## src/rtl/draw_issue.sv

```systemverilog
// draw_issue: CPU-side initiator for DXYN.
// It latches the sprite operands, waits for the draw engine to be free, and
// pulses draw_en once. It then collects the collision flag while the engine
// runs, writes VF, and pulses done.
// Optional macro DRAW_VSYNC_WAIT_EN: each launch also waits for a vs_i falling
// edge, which limits the issuer to one draw per frame.
module draw_issue #(
  parameter int unsigned REG_WIDTH = 8,
  parameter int unsigned I_WIDTH   = 16,
  parameter int unsigned X_BITS    = 6,
  parameter int unsigned Y_BITS    = 5
) (
  input  logic                     clk,
  input  logic                     rst_n,
  input  logic                     start,
  output logic                     ready,
  input  logic [REG_WIDTH-1:0]     vx,
  input  logic [REG_WIDTH-1:0]     vy,
  input  logic [3:0]               n,
  input  logic [I_WIDTH-1:0]       i_addr,
  output logic                     draw_en,
  output logic [I_WIDTH-1:0]       draw_I,
  output logic [Y_BITS+X_BITS-1:0] draw_start_pix,
  output logic [3:0]               draw_nibbles,
  input  logic                     draw_busy,
  input  logic                     draw_col,
  input  logic                     vs_i,
  output logic                     vf_we,
  output logic [REG_WIDTH-1:0]     vf_d,
  output logic                     done
);

  typedef enum logic [2:0] {
    S_IDLE,
    S_WAIT_FREE,
    S_LAUNCH,
    S_RUN,
    S_WRITE_VF
  } state_t;

  state_t state_q, state_d;
  logic   col_acc_q, col_acc_d;
  logic   load;
  logic   launch_ok;

  // Upper operand bits are dropped: coordinates wrap by truncation
  logic unused_bits;

`ifdef DRAW_VSYNC_WAIT_EN
  logic vs_q;
  logic vs_seen_q, vs_seen_d;
  logic vs_fall;

  assign vs_fall     = vs_q & ~vs_i;
  assign launch_ok   = vs_seen_q & ~draw_busy;
  assign unused_bits = ^{vx[REG_WIDTH-1:X_BITS], vy[REG_WIDTH-1:Y_BITS]};

  // Register vsync and remember a falling edge seen while waiting
  always_ff @(posedge clk or negedge rst_n) begin
    if (!rst_n) begin
      vs_q      <= 1'b0;
      vs_seen_q <= 1'b0;
    end else begin
      vs_q      <= vs_i;
      vs_seen_q <= vs_seen_d;
    end
  end

  // Clear the latched edge on each accepted start; set it on a fall in WAIT_FREE
  always_comb begin
    vs_seen_d = vs_seen_q;
    if (state_q == S_IDLE && start) begin
      vs_seen_d = 1'b0;
    end else if (state_q == S_WAIT_FREE && vs_fall) begin
      vs_seen_d = 1'b1;
    end
  end
`else
  assign launch_ok   = ~draw_busy;
  assign unused_bits = ^{vs_i, vx[REG_WIDTH-1:X_BITS], vy[REG_WIDTH-1:Y_BITS]};
`endif

  // State register and collision accumulator
  always_ff @(posedge clk or negedge rst_n) begin
    if (!rst_n) begin
      state_q   <= S_IDLE;
      col_acc_q <= 1'b0;
    end else begin
      state_q   <= state_d;
      col_acc_q <= col_acc_d;
    end
  end

  // Next-state logic; never launch into a busy engine
  always_comb begin
    state_d   = state_q;
    col_acc_d = col_acc_q;
    load      = 1'b0;
    case (state_q)
      S_IDLE: begin
        if (start) begin
          load      = 1'b1;
          col_acc_d = 1'b0;
          state_d   = (n != 4'd0) ? S_WAIT_FREE : S_WRITE_VF;
        end
      end
      S_WAIT_FREE: begin
        if (launch_ok) begin
          state_d = S_LAUNCH;
        end
      end
      S_LAUNCH: begin
        state_d = S_RUN;
      end
      S_RUN: begin
        col_acc_d = col_acc_q | draw_col;
        if (!draw_busy) begin
          state_d = S_WRITE_VF;
        end
      end
      S_WRITE_VF: begin
        state_d = S_IDLE;
      end
      default: begin
        state_d = S_IDLE;
      end
    endcase
  end

  // Registered Moore outputs, decoded from the next state so they line up with the state
  always_ff @(posedge clk or negedge rst_n) begin
    if (!rst_n) begin
      ready   <= 1'b1;
      draw_en <= 1'b0;
      vf_we   <= 1'b0;
      done    <= 1'b0;
      vf_d    <= '0;
    end else begin
      ready   <= (state_d == S_IDLE);
      draw_en <= (state_d == S_LAUNCH);
      vf_we   <= (state_d == S_WRITE_VF);
      done    <= (state_d == S_WRITE_VF);
      vf_d    <= (state_d == S_WRITE_VF) ? {{(REG_WIDTH-1){1'b0}}, col_acc_d} : '0;
    end
  end

  // Operands are captured at start and held until the next accepted start
  always_ff @(posedge clk or negedge rst_n) begin
    if (!rst_n) begin
      draw_I         <= '0;
      draw_start_pix <= '0;
      draw_nibbles   <= '0;
    end else if (load) begin
      draw_I         <= i_addr;
      draw_start_pix <= {vy[Y_BITS-1:0], vx[X_BITS-1:0]};
      draw_nibbles   <= n;
    end
  end

endmodule

```

## config.mk

```make
export PLATFORM = sky130hd
export DESIGN_NAME = draw_issue
export DESIGN_NICKNAME = d
export VERILOG_FILES = /design/src/rtl/draw_issue.sv
export SDC_FILE = /design/constraint.sdc
export NUM_CORES = 1
export LEC_CHECK = 0
export ABC_AREA = 0
export CORE_MARGIN = 1
export CORE_UTILIZATION = 39
export CTS_CLUSTER_SIZE = 40
export DETAILED_ROUTE_END_ITERATION = 10
export HOLD_SLACK_MARGIN = 0.03
export PLACE_DENSITY = 0.8
export SYNTH_ARGS = -nofsm -noshare
export SYNTH_HDL_FRONTEND = slang
export SYNTH_SLANG_ARGS = --single-unit
```

## constraint.sdc

```tcl
create_clock -name clk -period 2.15 [get_ports clk]
set_clock_uncertainty 0.05 [all_clocks]
set_input_delay 0.43 -clock clk [delete_from_list [all_inputs] [get_ports clk]]
set_output_delay 0.43 -clock clk [all_outputs]
set_load 0.02 [all_outputs]
```

==> impl_results.html <==
<table>
<tr><th>Metric</th><th>Value</th></tr>
<tr><th colspan="2">Synthesis</th></tr>
<tr><td>Post-synthesis average cell area</td><td>16.3 sq um</td></tr>
<tr><td>Area share of and/or/nand/nor cells after synthesis</td><td>4.51%</td></tr>
<tr><td>Post-synthesis mux area share</td><td>27.3%</td></tr>
<tr><td>Top cells by area in the synthesized netlist</td><td>sky130_fd_sc_hd__dfrtp_1, sky130_fd_sc_hd__mux2_4, sky130_fd_sc_hd__buf_4</td></tr>
<tr><td>Post-Syn Instances</td><td>102</td></tr>
<tr><td>Synthesis warning total</td><td>0</td></tr>
<tr><td>Area share of the largest cell type after synthesis</td><td>57.2%</td></tr>
<tr><td>Post-synthesis cell type count</td><td>21</td></tr>
<tr><td>Share of the synthesized area in compound gates (AO/OA/AOI/OAI)</td><td>1.88%</td></tr>
<tr><td>Number of synthesized register bits</td><td>39</td></tr>
<tr><td>Sequential share of the synthesized area</td><td>58.8%</td></tr>
<tr><td>Xor-xnor portion of the synthesized cell area</td><td>0.527%</td></tr>
<tr><td>Cell area after synthesis</td><td>1660 sq um</td></tr>
<tr><td>Largest family of logic cells by synthesized area</td><td>multiplexers</td></tr>
<tr><td>Most area-hungry cell type in the Yosys netlist</td><td>sky130_fd_sc_hd__dfrtp_1</td></tr>
<tr><td>Post-synthesis adder-cell area fraction</td><td>0%</td></tr>
<tr><th colspan="2">Outcome</th></tr>
<tr><td>Status</td><td>finished, final reports clean</td></tr>
<tr><th colspan="2">Final layout</th></tr>
<tr><td>Area growth from synthesis to layout</td><td>47.5%</td></tr>
<tr><td>Final net count</td><td>219</td></tr>
<tr><td>Number of antenna cells inserted</td><td>0</td></tr>
<tr><td>Fillcell total</td><td>297</td></tr>
<tr><td>Fraction of layout instances using a drive strength above 1</td><td>24.7%</td></tr>
<tr><td>Count of non-filler cells in the finished layout</td><td>228</td></tr>
<tr><th colspan="2">CTS</th></tr>
<tr><td>Hold buffer count at CTS</td><td>0</td></tr>
<tr><td>Clock-pin slew on the worst setup and hold paths</td><td>0.07 ns</td></tr>
<tr><td>Worst-skew pair later-pin latency</td><td>0.28 ns</td></tr>
<tr><td>Number of post-CTS setup repair buffers</td><td>0</td></tr>
<tr><td>Cells resized by post-CTS repair</td><td>0</td></tr>
<tr><td>Clock tree buffer depth</td><td>2</td></tr>
<tr><td>H-tree Lvls</td><td>2</td></tr>
<tr><td>Clock Root Buffer</td><td>sky130_fd_sc_hd__clkbuf_8</td></tr>
<tr><td>Clock sink total</td><td>39</td></tr>
<tr><td>CTS tree</td><td>yes</td></tr>
<tr><td>TritonCTS buffer count</td><td>5</td></tr>
<tr><th colspan="2">Detailed routing</th></tr>
<tr><td>Total DRC errors in the routed layout</td><td>0</td></tr>
<tr><td>Iteration-0 DRC Markers</td><td>30</td></tr>
<tr><td>Post-DRT Antenna Nets</td><td>0</td></tr>
<tr><td>Via-to-Cell Ratio</td><td>4.61</td></tr>
<tr><td>Number of vias after detailed routing</td><td>1050</td></tr>
<tr><td>First-pass detailed-route iteration total</td><td>4</td></tr>
<tr><td>Routed WL</td><td>3.24 mm</td></tr>
<tr><td>Wire per inst</td><td>14.2 um</td></tr>
<tr><th colspan="2">Worst setup path</th></tr>
<tr><td>Family with the most delay on the worst path</td><td>buffers and inverters</td></tr>
<tr><td>Reg-to-Reg End</td><td>draw_I[1]</td></tr>
<tr><td>Launch point of the worst reg-to-reg path</td><td>state_q[1]</td></tr>
<tr><td>Slack of the worst reg-to-reg path</td><td>0.49 ns</td></tr>
<tr><td>Kind of critical path</td><td>flip-flop to output port</td></tr>
<tr><td>Cell-by-cell listing of the critical path</td><td>clkdlybuf4s50_1</td></tr>
<tr><td>Stages on the worst setup path</td><td>1</td></tr>
<tr><td>Highest fanout seen on the critical path</td><td>1</td></tr>
<tr><td>Critical Path Sink Type</td><td>output port</td></tr>
<tr><td>Worst setup path endpoint</td><td>ready</td></tr>
<tr><td>Worst setup path start</td><td>ready</td></tr>
<tr><td>Data arrival time of the critical path</td><td>1.38 ns</td></tr>
<tr><td>Type of origin of the critical path</td><td>flip-flop</td></tr>
<tr><td>CP peak stage delay</td><td>0.59 ns</td></tr>
<tr><td>Slowest cell on the critical path</td><td>sky130_fd_sc_hd__clkdlybuf4s50_1</td></tr>
<tr><td>Worst path bufs/invs</td><td>1</td></tr>
<tr><td>Critical path data required time</td><td>1.67 ns</td></tr>
<tr><td>Cell depth of the worst flop-to-flop path</td><td>3</td></tr>
<tr><th colspan="2">Timing</th></tr>
<tr><td>Worst slew slack as a fraction of its limit</td><td>44.8%</td></tr>
<tr><td>Final worst-path cycle share</td><td>86.5%</td></tr>
<tr><td>RSZ-0062 raised after global routing</td><td>false</td></tr>
<tr><td>Setup TNS Final</td><td>0 ns</td></tr>
<tr><td>Setup violation total in the final timing report</td><td>0</td></tr>
<tr><td>Measured slew at the worst slew-check pin</td><td>0.828 ns</td></tr>
<tr><td>Number of hold-slack violations in the final timing report</td><td>0</td></tr>
<tr><td>Highest attainable clock frequency</td><td>538 MHz</td></tr>
<tr><td>Final count of pins violating max slew</td><td>0</td></tr>
<tr><td>Clock period minus worst slack</td><td>1.86 ns</td></tr>
<tr><th colspan="2">Die</th></tr>
<tr><td>Floorplan die area</td><td>4530 sq um</td></tr>
<tr><td>Die Ht</td><td>67.3 um</td></tr>
<tr><td>Ports placed on the boundary</td><td>85</td></tr>
<tr><td>Die Span X</td><td>67.3 um</td></tr>
<tr><td>Placeable Area</td><td>4060 sq um</td></tr>
<tr><td>Initial cell density of the core</td><td>41.0%</td></tr>
<tr><td>Placement Rows</td><td>23</td></tr>
<tr><th colspan="2">Global route</th></tr>
<tr><td>Total grt overflow</td><td>0</td></tr>
<tr><td>Wire length of the first global-routing pass</td><td>5.20 mm</td></tr>
<tr><td>Initial antenna violation count</td><td>0</td></tr>
<tr><td>Tot GR Track Use</td><td>16.2%</td></tr>
<tr><td>Vias in the first global route</td><td>1101</td></tr>
<tr><td>Pin count of the biggest net entering global routing</td><td>40</td></tr>
<tr><th colspan="2">Power</th></tr>
<tr><td>Standby leakage power</td><td>1.07 nW</td></tr>
<tr><td>IR drop worst, VDD</td><td>767 uV</td></tr>
<tr><td>Cell Pwr Density</td><td>1520 nW/um^2</td></tr>
<tr><th colspan="2">Place</th></tr>
<tr><td>Final weighted congestion in routability-driven placement</td><td>0.681</td></tr>
<tr><td>HPWL reported at the end of detailed placement</td><td>2.46 mm</td></tr>
<tr><td>Number of buffers inserted by port buffering</td><td>71</td></tr>
<tr><td>Total placed cells including tap cells</td><td>220</td></tr>
<tr><th colspan="2">Worst hold path</th></tr>
<tr><td>Worst hold path type</td><td>input port to async pin</td></tr>
<tr><th colspan="2">Flow run</th></tr>
<tr><td># Max-Cap Violations</td><td>0</td></tr>
</table>
[flip-flops by register name, indices dropped and copies added (netlist names)]
signal	count
done	1
draw_nibbles	4
col_acc_q	1
draw_en	1
state_q	3
draw_I	16
draw_start_pix	11
vf_d	1
ready	1
[cell usage after synthesis]
cell / number
sky130_fd_sc_hd__nor2b_1: 1
sky130_fd_sc_hd__mux2_4: 28
sky130_fd_sc_hd__buf_6: 4
sky130_fd_sc_hd__xnor2_1: 1
sky130_fd_sc_hd__or4_1: 1
sky130_fd_sc_hd__nor2_1: 4
sky130_fd_sc_hd__mux2_2: 3
sky130_fd_sc_hd__nor3_1: 2
sky130_fd_sc_hd__inv_2: 1
sky130_fd_sc_hd__o21ai_1: 2
sky130_fd_sc_hd__dfrtp_1: 38
sky130_fd_sc_hd__a211oi_1: 1
sky130_fd_sc_hd__conb_1: 1
sky130_fd_sc_hd__inv_1: 1
sky130_fd_sc_hd__o31ai_1: 1
sky130_fd_sc_hd__dfstp_2: 1
sky130_fd_sc_hd__nor4b_4: 1
sky130_fd_sc_hd__nor3b_1: 1
sky130_fd_sc_hd__a31oi_1: 1
sky130_fd_sc_hd__buf_4: 8
sky130_fd_sc_hd__nand3_1: 1
[cell families after synthesis]
group / after synthesis
AOI/OAI and AO/OA: 5
xor gates and xnor gates: 1
buffers and inverters: 14
DFF: 39
muxes: 31
other: 1
and+or+nand+nor: 11
[where the power goes]
part | switching (mW) | internal (mW)
combinational | 0.812 | 1.13
clock | 0.229 | 0.227
sequential | 0.239 | 1.10
[cell usage in the layout (no fill, tap or decap), drive strengths merged, types with 2 or more instances in the layout]
cell / Yosys / layout
clkbuf: 0 / 7
clkdlybuf4s50: 0 / 70
dfrtp: 38 / 38
o21ai: 2 / 2
nor2: 4 / 4
mux2: 31 / 31
conb: 1 / 7
buf: 12 / 4
inv: 2 / 2
nor3: 2 / 2
[area by class of cell]
cell class                      count  area (sq um)  area share, %
Tap cell                           50          62.6           2.55
Clock inverter                      1          5.00          0.204
Timing Repair Buffer               74           728           29.7
Clock buffer                        7          76.3           3.11
Sequential cell                    39           977           39.8
Multi-Input combinational cell     55           596           24.3
Inverter                            2          7.51          0.306
[layer usage]
layer | vias up | GRT usage (%) | wire length (um) | part of all wire [%]
li1 | 483 | - | - | -
met1 | 520 | 19.1 | 1330 | 41
met2 | 43 | 26.5 | 1670 | 51
met3 | 4 | 5.57 | 209 | 6.4
met4 | 0 | 7.18 | 37 | 1.1
met5 | - | 0 | 0 | 0
[worst min path at each step]
stage	from	to	slack (ns)	depth (start not counted)
after floorplan	rst_n	col_acc_q	0.08	0
after global placement	draw_I[9]	draw_I[9]	0.44	1
after detailed placement	draw_I[9]	draw_I[9]	0.44	1
after CTS	rst_n	draw_start_pix[2]	0.22	1
after global routing	rst_n	draw_start_pix[3]	0.26	1
final	rst_n	draw_start_pix[3]	0.19	1
[stage by stage]
stage                     hold WS (ns)  setup slack (ns)  instance area, sq um  total power, mW  utilization [%]
after floorplan                 0.0844             0.527                  1690             2.48                -
after global placement           0.444             0.138                  2370             3.24             58.4
after detailed placement         0.444            0.0918                  2370             3.30             58.4
after CTS                        0.223             0.280                  2450             3.78             60.4
after global routing             0.257             0.254                  2450             3.95             60.4
final                            0.191             0.291                  2450             3.74             60.4
Note: power is estimated with default switching activity, not from simulation.
